## config.mk

```make
export PLATFORM = sky130hd
export DESIGN_NAME = qos_fifo_drain
export DESIGN_NICKNAME = d
export VERILOG_FILES = /design/src/rtl/qos_fifo_drain.sv
export SDC_FILE = /design/constraint.sdc
export NUM_CORES = 1
export LEC_CHECK = 0
export ABC_AREA = 1
export BUFFER_PORTS_ARGS = -buffer_cell sky130_fd_sc_hd__buf_2
export CELL_PAD_IN_SITES_DETAIL_PLACEMENT = 0
export CELL_PAD_IN_SITES_GLOBAL_PLACEMENT = 1
export CORE_MARGIN = 3
export CORE_UTILIZATION = 25
export CTS_BUF_LIST = sky130_fd_sc_hd__clkbuf_4 sky130_fd_sc_hd__clkbuf_8
export CTS_CLUSTER_DIAMETER = 40
export DETAILED_ROUTE_END_ITERATION = 6
export MAX_ROUTING_LAYER = met4
export PLACE_DENSITY_LB_ADDON = 0.25
export SYNTH_ARGS = -nofsm -noshare
export SYNTH_HDL_FRONTEND = slang
export SYNTH_SLANG_ARGS = --single-unit
```

## constraint.sdc

```tcl
create_clock -name clk -period 2.1 [get_ports clk]
set_input_delay 0.21 -clock clk [delete_from_list [all_inputs] [get_ports clk]]
set_output_delay 0.21 -clock clk [all_outputs]
set_load 0.03 [all_outputs]
```

## src/rtl/qos_fifo_drain.sv

```systemverilog
// Round-robin drain for the four QoS virtual-channel FIFOs: registered single-cycle pops,
// 2-cycle pop-to-delivery pipeline tagged with source port, and per-port delivered-word counters.
module qos_fifo_drain #(
    parameter int DATA_W = 12,
    parameter int CNT_W  = 5
) (
    input  logic              clk,
    input  logic              reset,
    input  logic              enable,
    input  logic              sink_pause,
    input  logic [3:0]        fifo_empty,
    input  logic [DATA_W-1:0] fifo_dataout0,
    input  logic [DATA_W-1:0] fifo_dataout1,
    input  logic [DATA_W-1:0] fifo_dataout2,
    input  logic [DATA_W-1:0] fifo_dataout3,
    output logic              pop0,
    output logic              pop1,
    output logic              pop2,
    output logic              pop3,
    output logic [DATA_W-1:0] data_out,
    output logic [1:0]        port_out,
    output logic              valid_out,
    input  logic              req,
    input  logic [2:0]        idx,
    output logic              valid,
    output logic [CNT_W-1:0]  data
);

    logic [3:0]        pop_r;
    logic [1:0]        rr_ptr_r;
    logic              fly_v_r;
    logic [1:0]        fly_port_r;
    logic [DATA_W-1:0] data_out_r;
    logic [1:0]        port_out_r;
    logic              valid_out_r;
    logic [CNT_W-1:0]  cnt_r [4];
    logic [CNT_W-1:0]  total_r;
    logic              rd_valid_r;
    logic [CNT_W-1:0]  rd_data_r;

    logic [3:0]        elig_s;
    logic              grant_v_s;
    logic [1:0]        grant_s;
    logic [1:0]        cand_s;
    logic [3:0]        pop_next_s;
    logic [DATA_W-1:0] word_s;
    logic [CNT_W-1:0]  rd_sel_s;

    function automatic logic [1:0] port_of(input logic [3:0] onehot);
        case (onehot)
            4'b0010: port_of = 2'd1;
            4'b0100: port_of = 2'd2;
            4'b1000: port_of = 2'd3;
            default: port_of = 2'd0;
        endcase
    endfunction

    assign pop0      = pop_r[0];
    assign pop1      = pop_r[1];
    assign pop2      = pop_r[2];
    assign pop3      = pop_r[3];
    assign data_out  = data_out_r;
    assign port_out  = port_out_r;
    assign valid_out = valid_out_r;
    assign valid     = rd_valid_r;
    assign data      = rd_data_r;

    // Round-robin grant; a port popped this cycle is locked out because its empty flag may be stale.
    always_comb begin
        elig_s     = ~fifo_empty & ~pop_r & {4{enable & ~sink_pause}};
        grant_v_s  = 1'b0;
        grant_s    = rr_ptr_r;
        cand_s     = rr_ptr_r;
        pop_next_s = 4'b0000;
        for (int k = 0; k < 4; k++) begin
            cand_s = rr_ptr_r + 2'(k);
            if (!grant_v_s && elig_s[cand_s]) begin
                grant_v_s = 1'b1;
                grant_s   = cand_s;
            end else begin
            end
        end
        if (grant_v_s) begin
            pop_next_s[grant_s] = 1'b1;
        end else begin
            pop_next_s = 4'b0000;
        end
    end

    // Selects the read data of the FIFO whose pop is one cycle old.
    always_comb begin
        case (fly_port_r)
            2'd0:    word_s = fifo_dataout0;
            2'd1:    word_s = fifo_dataout1;
            2'd2:    word_s = fifo_dataout2;
            2'd3:    word_s = fifo_dataout3;
            default: word_s = fifo_dataout0;
        endcase
    end

    // Counter read mux.
    always_comb begin
        case (idx)
            3'd0:    rd_sel_s = cnt_r[0];
            3'd1:    rd_sel_s = cnt_r[1];
            3'd2:    rd_sel_s = cnt_r[2];
            3'd3:    rd_sel_s = cnt_r[3];
            3'd4:    rd_sel_s = total_r;
            default: rd_sel_s = {CNT_W{1'b0}};
        endcase
    end

    // Pop strobes and round-robin pointer.
    always_ff @(posedge clk or negedge reset) begin
        if (!reset) begin
            pop_r    <= 4'b0000;
            rr_ptr_r <= 2'd0;
        end else begin
            pop_r <= pop_next_s;
            if (grant_v_s) begin
                rr_ptr_r <= grant_s + 2'd1;
            end else begin
                rr_ptr_r <= rr_ptr_r;
            end
        end
    end

    // Two-stage delivery pipeline: port tag during the FIFO read cycle, then the captured word.
    always_ff @(posedge clk or negedge reset) begin
        if (!reset) begin
            fly_v_r     <= 1'b0;
            fly_port_r  <= 2'd0;
            valid_out_r <= 1'b0;
            data_out_r  <= {DATA_W{1'b0}};
            port_out_r  <= 2'd0;
        end else begin
            fly_v_r     <= |pop_r;
            fly_port_r  <= port_of(pop_r);
            valid_out_r <= fly_v_r;
            if (fly_v_r) begin
                data_out_r <= word_s;
                port_out_r <= fly_port_r;
            end else begin
                data_out_r <= data_out_r;
                port_out_r <= port_out_r;
            end
        end
    end

    // Delivered-word counters, wrapping, bumped the cycle after each delivery.
    always_ff @(posedge clk or negedge reset) begin
        if (!reset) begin
            for (int i = 0; i < 4; i++) begin
                cnt_r[i] <= {CNT_W{1'b0}};
            end
            total_r <= {CNT_W{1'b0}};
        end else if (valid_out_r) begin
            cnt_r[port_out_r] <= cnt_r[port_out_r] + CNT_W'(1);
            total_r           <= total_r + CNT_W'(1);
        end else begin
            total_r <= total_r;
        end
    end

    // Registered counter read port; samples counters before any same-edge increment.
    always_ff @(posedge clk or negedge reset) begin
        if (!reset) begin
            rd_valid_r <= 1'b0;
            rd_data_r  <= {CNT_W{1'b0}};
        end else begin
            rd_valid_r <= req;
            rd_data_r  <= req ? rd_sel_s : {CNT_W{1'b0}};
        end
    end

endmodule

```

==> results of run 1 <==
-- registers in the layout, summed over array words and instances, names as in the netlist --
register / count
cnt_r: 20
data: 5
data_out: 12
fly_port_r: 2
fly_v_r: 1
pop_r: 4
port_out: 2
rr_ptr_r: 2
total_r: 5
valid: 1
valid_out: 1
-- per-layer routing --
| metal | routed length, µm | track usage | share of wire | vias up |
|---|---|---|---|---|
| li1 | - | - | - | 1491 |
| met1 | 4160 | 0.178 | 0.47 | 1328 |
| met2 | 4260 | 0.204 | 0.48 | 66 |
| met3 | 382 | 0.0264 | 0.043 | 12 |
| met4 | 101 | 0.0321 | 0.011 | 0 |
| met5 | 0 | - | 0 | - |
-- through the flow --
stage / area [µm²] / TNS, ns / utilization / setup WS, ns
3_5_place_dp: 3730 / -0.0435 / 0.318 / -0.0435
2_1_floorplan: 3060 / 0 / - / 0.186
5_1_grt: 3950 / -0.0200 / 0.337 / -0.0200
6_report: 3950 / 0 / 0.337 / 0.128
3_3_place_gp: 3730 / 0 / 0.318 / 0.0637
4_1_cts: 3850 / 0 / 0.328 / 0.0375
-- worst register-to-register path: stages (launching register included) --
cell and delay [ns]:
dfrtp_2 0.47, buf_4 0.15, nand3_1 0.13, nand3_1 0.12, nand2_2 0.14, nand3_1 0.14, nand3_1 0.11, nand2_1 0.08
a21oi_2 0.18, ha_1 0.25, nand2_1 0.06, o21ai_1 0.05
-- power by group through the flow --
stage | registers, W | logic, W | clock network (W)
6_report | 0.00185 | 0.00312 | 0.000628
3_3_place_gp | 0.00188 | 0.00296 | 0
5_1_grt | 0.00191 | 0.00351 | 0.000700
3_5_place_dp | 0.00188 | 0.00296 | 0
2_1_floorplan | 0.00207 | 0.00184 | 0
4_1_cts | 0.00187 | 0.00297 | 0.000655
-- area by class of cell --
class,count,area (µm²),area share
multi-input combinational,275,1490,0.377
clock inverter,2,17.5,0.00443
timing repair buffer,109,626,0.158
sequential,55,1380,0.350
inverter,48,183,0.0462
clock buffer,6,76.3,0.0193
tap,143,179,0.0453
-- placed cells by master, fill, tap and decap left out, types with 2 or more instances in the layout --
cell type,synthesis,layout
buf_4,1,22
nand4_1,5,5
inv_1,44,44
nor2_1,38,34
nand2_2,6,6
a311oi_1,5,5
a21oi_1,12,11
nor2_4,1,3
clkinv_4,0,2
xor2_1,3,3
o21ai_1,5,5
o21ai_0,19,19
a41oi_1,7,7
o22ai_1,9,9
dlygate4sd3_1,0,2
inv_2,2,2
nand2_1,107,107
nand3_1,29,29
ha_1,6,6
nand3b_1,2,2
buf_2,1,84
clkbuf_8,0,5
a22o_1,2,2
dfrtp_2,0,5
xnor2_2,2,2
dfrtp_1,55,50
nor2_2,1,3
a22oi_1,4,4
a221oi_1,5,5
-- path summary, 6_finish.rpt --
| check | from | to | slack, ns |
|---|---|---|---|
| worst max-delay path | rr_ptr_r[0] | rr_ptr_r[1] | 0.13 |
| worst min-delay path | fifo_dataout2[5] | data_out[5] | 0.17 |
| worst max register to register | rr_ptr_r[0] | rr_ptr_r[1] | 0.13 |
| worst min register to register | cnt_r[3] | cnt_r[3] | 0.49 |
| max in group asynchronous | reset | pop_r[2] | 1.05 |
| min in group asynchronous | reset | cnt_r[0] | 0.43 |
-- cells by family after synthesis --
kind of cell             count (synthesis)  share of synthesized area
adder cells (fa/ha/maj)                  6                     0.0245
XOR/XNOR                                 7                     0.0274
AND/OR/NAND/NOR                        192                      0.274
AO/OA/AOI/OAI                           70                      0.149
flip-flops                              55                      0.450
buffers and inverters                   57                     0.0753
-- repair_timing --
item | CTS | global route
cloned | 0 | 0
resized for setup | 2 | 13
endpoints found under the hold margin | 26 | 0
pin swaps | 0 | 2
setup endpoints to repair | 1 | 6
hold buffers | 2 | 0
setup buffers | 0 | 9
==> flow_summary.yaml, run 1 <==
synth:
  yosys_register_bits: 55
  yosysMostFrequentCell: "nand2_1"
  synthCells: 387
  synth-main-ff-cell: "dfrtp_1"
  synth_edf_count: 0
  yosys.area.top_type: "dfrtp_1"
  async_flop_share: 1.00
  synth_area_leaders: "dfrtp_1 45%, nand2_1 13%, inv_1 5.4%"
  seq_area_frac_synth: 0.450
  syn_nets: 453
  yosysWarnings: 0
  synth.distinct_cells: 37
  yosys-top-cells-count: "107 x nand2_1, 55 x dfrtp_1, 44 x inv_1, 38 x nor2_1, 29 x nand3_1"
  syn_avg_cell_area_um2: 7.90
  syn-cell-area_um2: 3060
  synth_top_area_share: 0.450
layout:
  fin_cells: 638
  area_growth_pct: 29.2
  drive_above_1_share: 0.289
  n_fill_cell: 1290
  antenna_cells: 0
  nets: 560
die:
  die_x_um: 117
  rows: 39
  io_pins: 85
  dieArea_um2: 13600
  die_height_um: 117
  coreArea_um2: 11700
  initial_core_util: 0.261
setup_path:
  path_cells: "buf_4, nand3_1, nand3_1, nand2_2, nand3_1, nand3_1, nand2_1, a21oi_2, ha_1, nand2_1, o21ai_1"
  critPathSlowestCell: "dfrtp_2"
  r2r_cells: 11
  path_class: "register to register"
  cp-end-kind: "register"
  crit_top_cell: "nand3_1"
  cp_max_fo: 5
  worstPathRequired_ns: 2.31
  critPathMaxStageDelay_ns: 0.47
  critical_path_depth: 11
  critPathBufInv: 1
  start_kind: "register"
  cp.arrival_ns: 2.18
  cp_top_family: "simple AND/OR/NAND/NOR gates"
sta:
  layout_min_cycle_time_ns: 1.97
  max_freq_ghz: 0.507
  skew_ns: 0.0143
  slew_headroom: 0.569
  finalCritPeriodShare: 0.939
  final_max_slew_viol_count: 0
  rsz0062_at_grt: "yes"
  setup_viol: 0
  hold_ws_ns: 0.169
  hold_viol: 0
  tightest_slew_ns: 0.646
power:
  pwr-share-comb: 0.557
  p_total_w: 0.00560
  power_leakage_nw: 1.97
  p_sw_w: 0.00270
  ir_drop_v: 0.000573
  p_clk_frac: 0.112
  p_seq_frac: 0.331
  switching_share: 0.482
  p_int_w: 0.00290
  powerDensity_nw_per_um2: 1420
clock_network:
  cts_buffers: 5
  clk_pin_slew_worst_paths_ns: 0.09
  cts_root_buf: "clkbuf_8"
  clk_path_buf_depth: 2
  clkLatencyLatePin_ns: 0.32
  cts_num_sinks: 55
  htreeDepth: 2
  cts_tree: "yes"
global_routing:
  grtUsageTotal: 0.132
  grt_antenna_before_repair: 0
  grt_max_degree: 31
  grt_first_pass_wirelength_mm: 13.9
  gr-total-overflow: 0
  grt_pass1_vias: 2809
hold_path:
  hold_class: "input pin to register"
  min_path_cells: 3
placement:
  place_hpwl_mm: 6.84
  place_congestion: 0.884
  io_buffers: 84
  dp.cells: 619
run:
  maxCapViolCount: 0
routing:
  drt_wl_total_mm: 8.89
  wl_per_cell_um: 13.9
  drc: 0
  dr.pass1.iters: 4
  initialDrtViolationCount: 141
  ant_nets: 0
  vias_per_cell: 4.54
  vias: 2897
status:
  outcome: "finished, final reports clean"
Power figures use the tool's default switching activity.
==> run 2: changes to the inputs <==
Settings changed: CORE_ASPECT_RATIO from default to 1.4, TNS_END_PERCENT from default to 30.
==> run 2 against run 1 <==
Compared with the run above:
- clock skew is 0.0052 ns lower
- fmax up 2.5%
- non-clock buffer count decreased by 12
- worst hold slack got worse by 0.0062 ns
- via count shrank 0.52%
- register-to-register slack improved by 0.05 ns
- cell count down 1.3%
- clock power increased by 3.7%
- setup slack gained 0.048 ns
- largest cell class unchanged
- largest power group unchanged
==> flow_summary.yaml, run 2 (synthesis gave the netlist of run 1 again) <==
status:
  outcome: "finished, final reports clean"
clock_network:
  cts_root_buf: "clkbuf_8"
  cts_buffers: 5
  cts_num_sinks: 55
  cts_tree: "yes"
  htreeDepth: 2
  clkLatencyLatePin_ns: 0.32
  clk_path_buf_depth: 2
  clk_pin_slew_worst_paths_ns: 0.11
layout:
  layout_commonest_cell: "nand2_1"
  area_growth_pct: 26.0
  design_area_um2: 3850
  mostFrequentLayoutCells: "107 x nand2_1, 84 x buf_2, 51 x dfrtp_1"
  n_fill_cell: 1311
  antenna_cells: 0
  largest_register_ffs: 20
  nets: 548
  top_register: "cnt_r"
  drive_above_1_share: 0.271
die:
  rows: 47
  coreArea_um2: 11900
  initial_core_util: 0.258
  io_pins: 85
  dieArea_um2: 13600
  die_x_um: 99.5
  die_height_um: 137
hold_path:
  worstHoldEndpoint: "data_out[2]"
  hold_path_startpoint: "fifo_dataout2[2]"
  min_path_cells: 3
  hold_class: "input pin to register"
power:
  p_total_w: 0.00546
  power_leakage_nw: 1.90
  ir_drop_v: 0.000639
  powerDensity_nw_per_um2: 1420
setup_path:
  cp_max_fo: 8
  r2r-end: "rr_ptr_r[1]"
  regToRegStartpoint: "rr_ptr_r[0]"
  r2r_cells: 12
  cp-end-kind: "register"
  path_class: "register to register"
  start_kind: "register"
  cp.arrival_ns: 2.14
  reg2reg_slack_ns: 0.18
  worstPathRequired_ns: 2.32
sta:
  max_freq_ghz: 0.520
  finalCritPeriodShare: 0.916
  slew_headroom: 0.513
  layout_min_cycle_time_ns: 1.92
  hold_viol: 0
  setup_viol: 0
  tightest_slew_ns: 0.728
  skew_ns: 0.00913
  final_max_slew_viol_count: 0
placement:
  place_hpwl_mm: 6.86
  dpl_cell_area_um2: 3680
  place_congestion: 0.824
  io_buffers: 84
routing:
  drc: 0
  vias_per_cell: 4.57
  ant_nets: 0
  drt_wl_total_mm: 8.72
  dr.pass1.iters: 4
  initialDrtViolationCount: 60
  wl_per_cell_um: 13.8
  vias: 2882
global_routing:
  grt_pass1_vias: 2957
  grt_max_degree: 35
  grtUsageTotal: 0.133
  grt_first_pass_wirelength_mm: 14.2
  grt_antenna_before_repair: 0
  gr-total-overflow: 0
run:
  maxCapViolCount: 0
## run 2: cell types whose count changed in the layout (fill, tap and decap cells not counted), sizes merged
cell,previous run,this run
buf,107,95
clkinv,3,1
inv,47,49
clkbuf,6,5
clkinvlp,0,1
## run 2: per-stage QoR
step	worst slack (ns)	util	instances	setup TNS [ns]	hold slack (ns)
after floorplan	0.186	-	387	0	-0.0856
after global placement	0.0229	0.310	616	0	0.226
after detailed placement	0.0307	0.310	616	0	0.233
after CTS	0.0156	0.320	626	0	0.151
after global routing	-0.0218	0.324	630	-0.0218	0.164
final	0.175	0.324	630	0	0.163
## run 2: cell type report
cell class / instances / area, µm² / area share
inverter: 48 / 183 / 0.0474
tap: 147 / 184 / 0.0477
sequential: 55 / 1380 / 0.358
timing repair buffer: 97 / 536 / 0.139
multi-input combinational: 275 / 1470 / 0.382
clock inverter: 3 / 27.5 / 0.00714
clock buffer: 5 / 68.8 / 0.0179
## run 2: worst max-delay path by stage
| stage | endpoint | from |
|---|---|---|
| 2_1_floorplan | rr_ptr_r[1] | pop_r[2] |
| 3_3_place_gp | cnt_r[4] | port_out[1] |
| 3_5_place_dp | rr_ptr_r[1] | rr_ptr_r[0] |
| 4_1_cts | rr_ptr_r[1] | rr_ptr_r[0] |
| 5_1_grt | rr_ptr_r[1] | pop_r[2] |
| 6_report | rr_ptr_r[1] | rr_ptr_r[0] |
## run 2: routing by layer
| metal | routed length [µm] | vias to the layer above | track usage |
|---|---|---|---|
| li1 | - | 1472 | - |
| met1 | 3620 | 1341 | 0.151 |
| met2 | 4610 | 54 | 0.237 |
| met5 | 0 | - | - |
| met3 | 263 | 15 | 0.0199 |
| met4 | 232 | 0 | 0.0471 |
## run 2: timing repair
item | in CTS | in global routing
endpoints found under the setup margin | 0 | 9
setup buffers | 0 | 4
resized for setup | 0 | 11
hold endpoints to repair | 22 | 0
hold buffers | 2 | 0
## run 2: power by group
group / internal [W] / switching, W
combinational: 0.00105 / 0.00186
clock: 0.000249 / 0.000403
sequential: 0.00149 / 0.000407
## run 2: critical path, cell delays in order (launching register included)
cell and delay, ns:
dfrtp_2 0.51, inv_4 0.10, nand3_1 0.10, nand2_1 0.10, nand2_1 0.08, nand2_2 0.12, nand4_1 0.17, nand2_1 0.13
nand2_2 0.09, inv_1 0.08, ha_1 0.22, nand2_1 0.06, o21ai_1 0.05
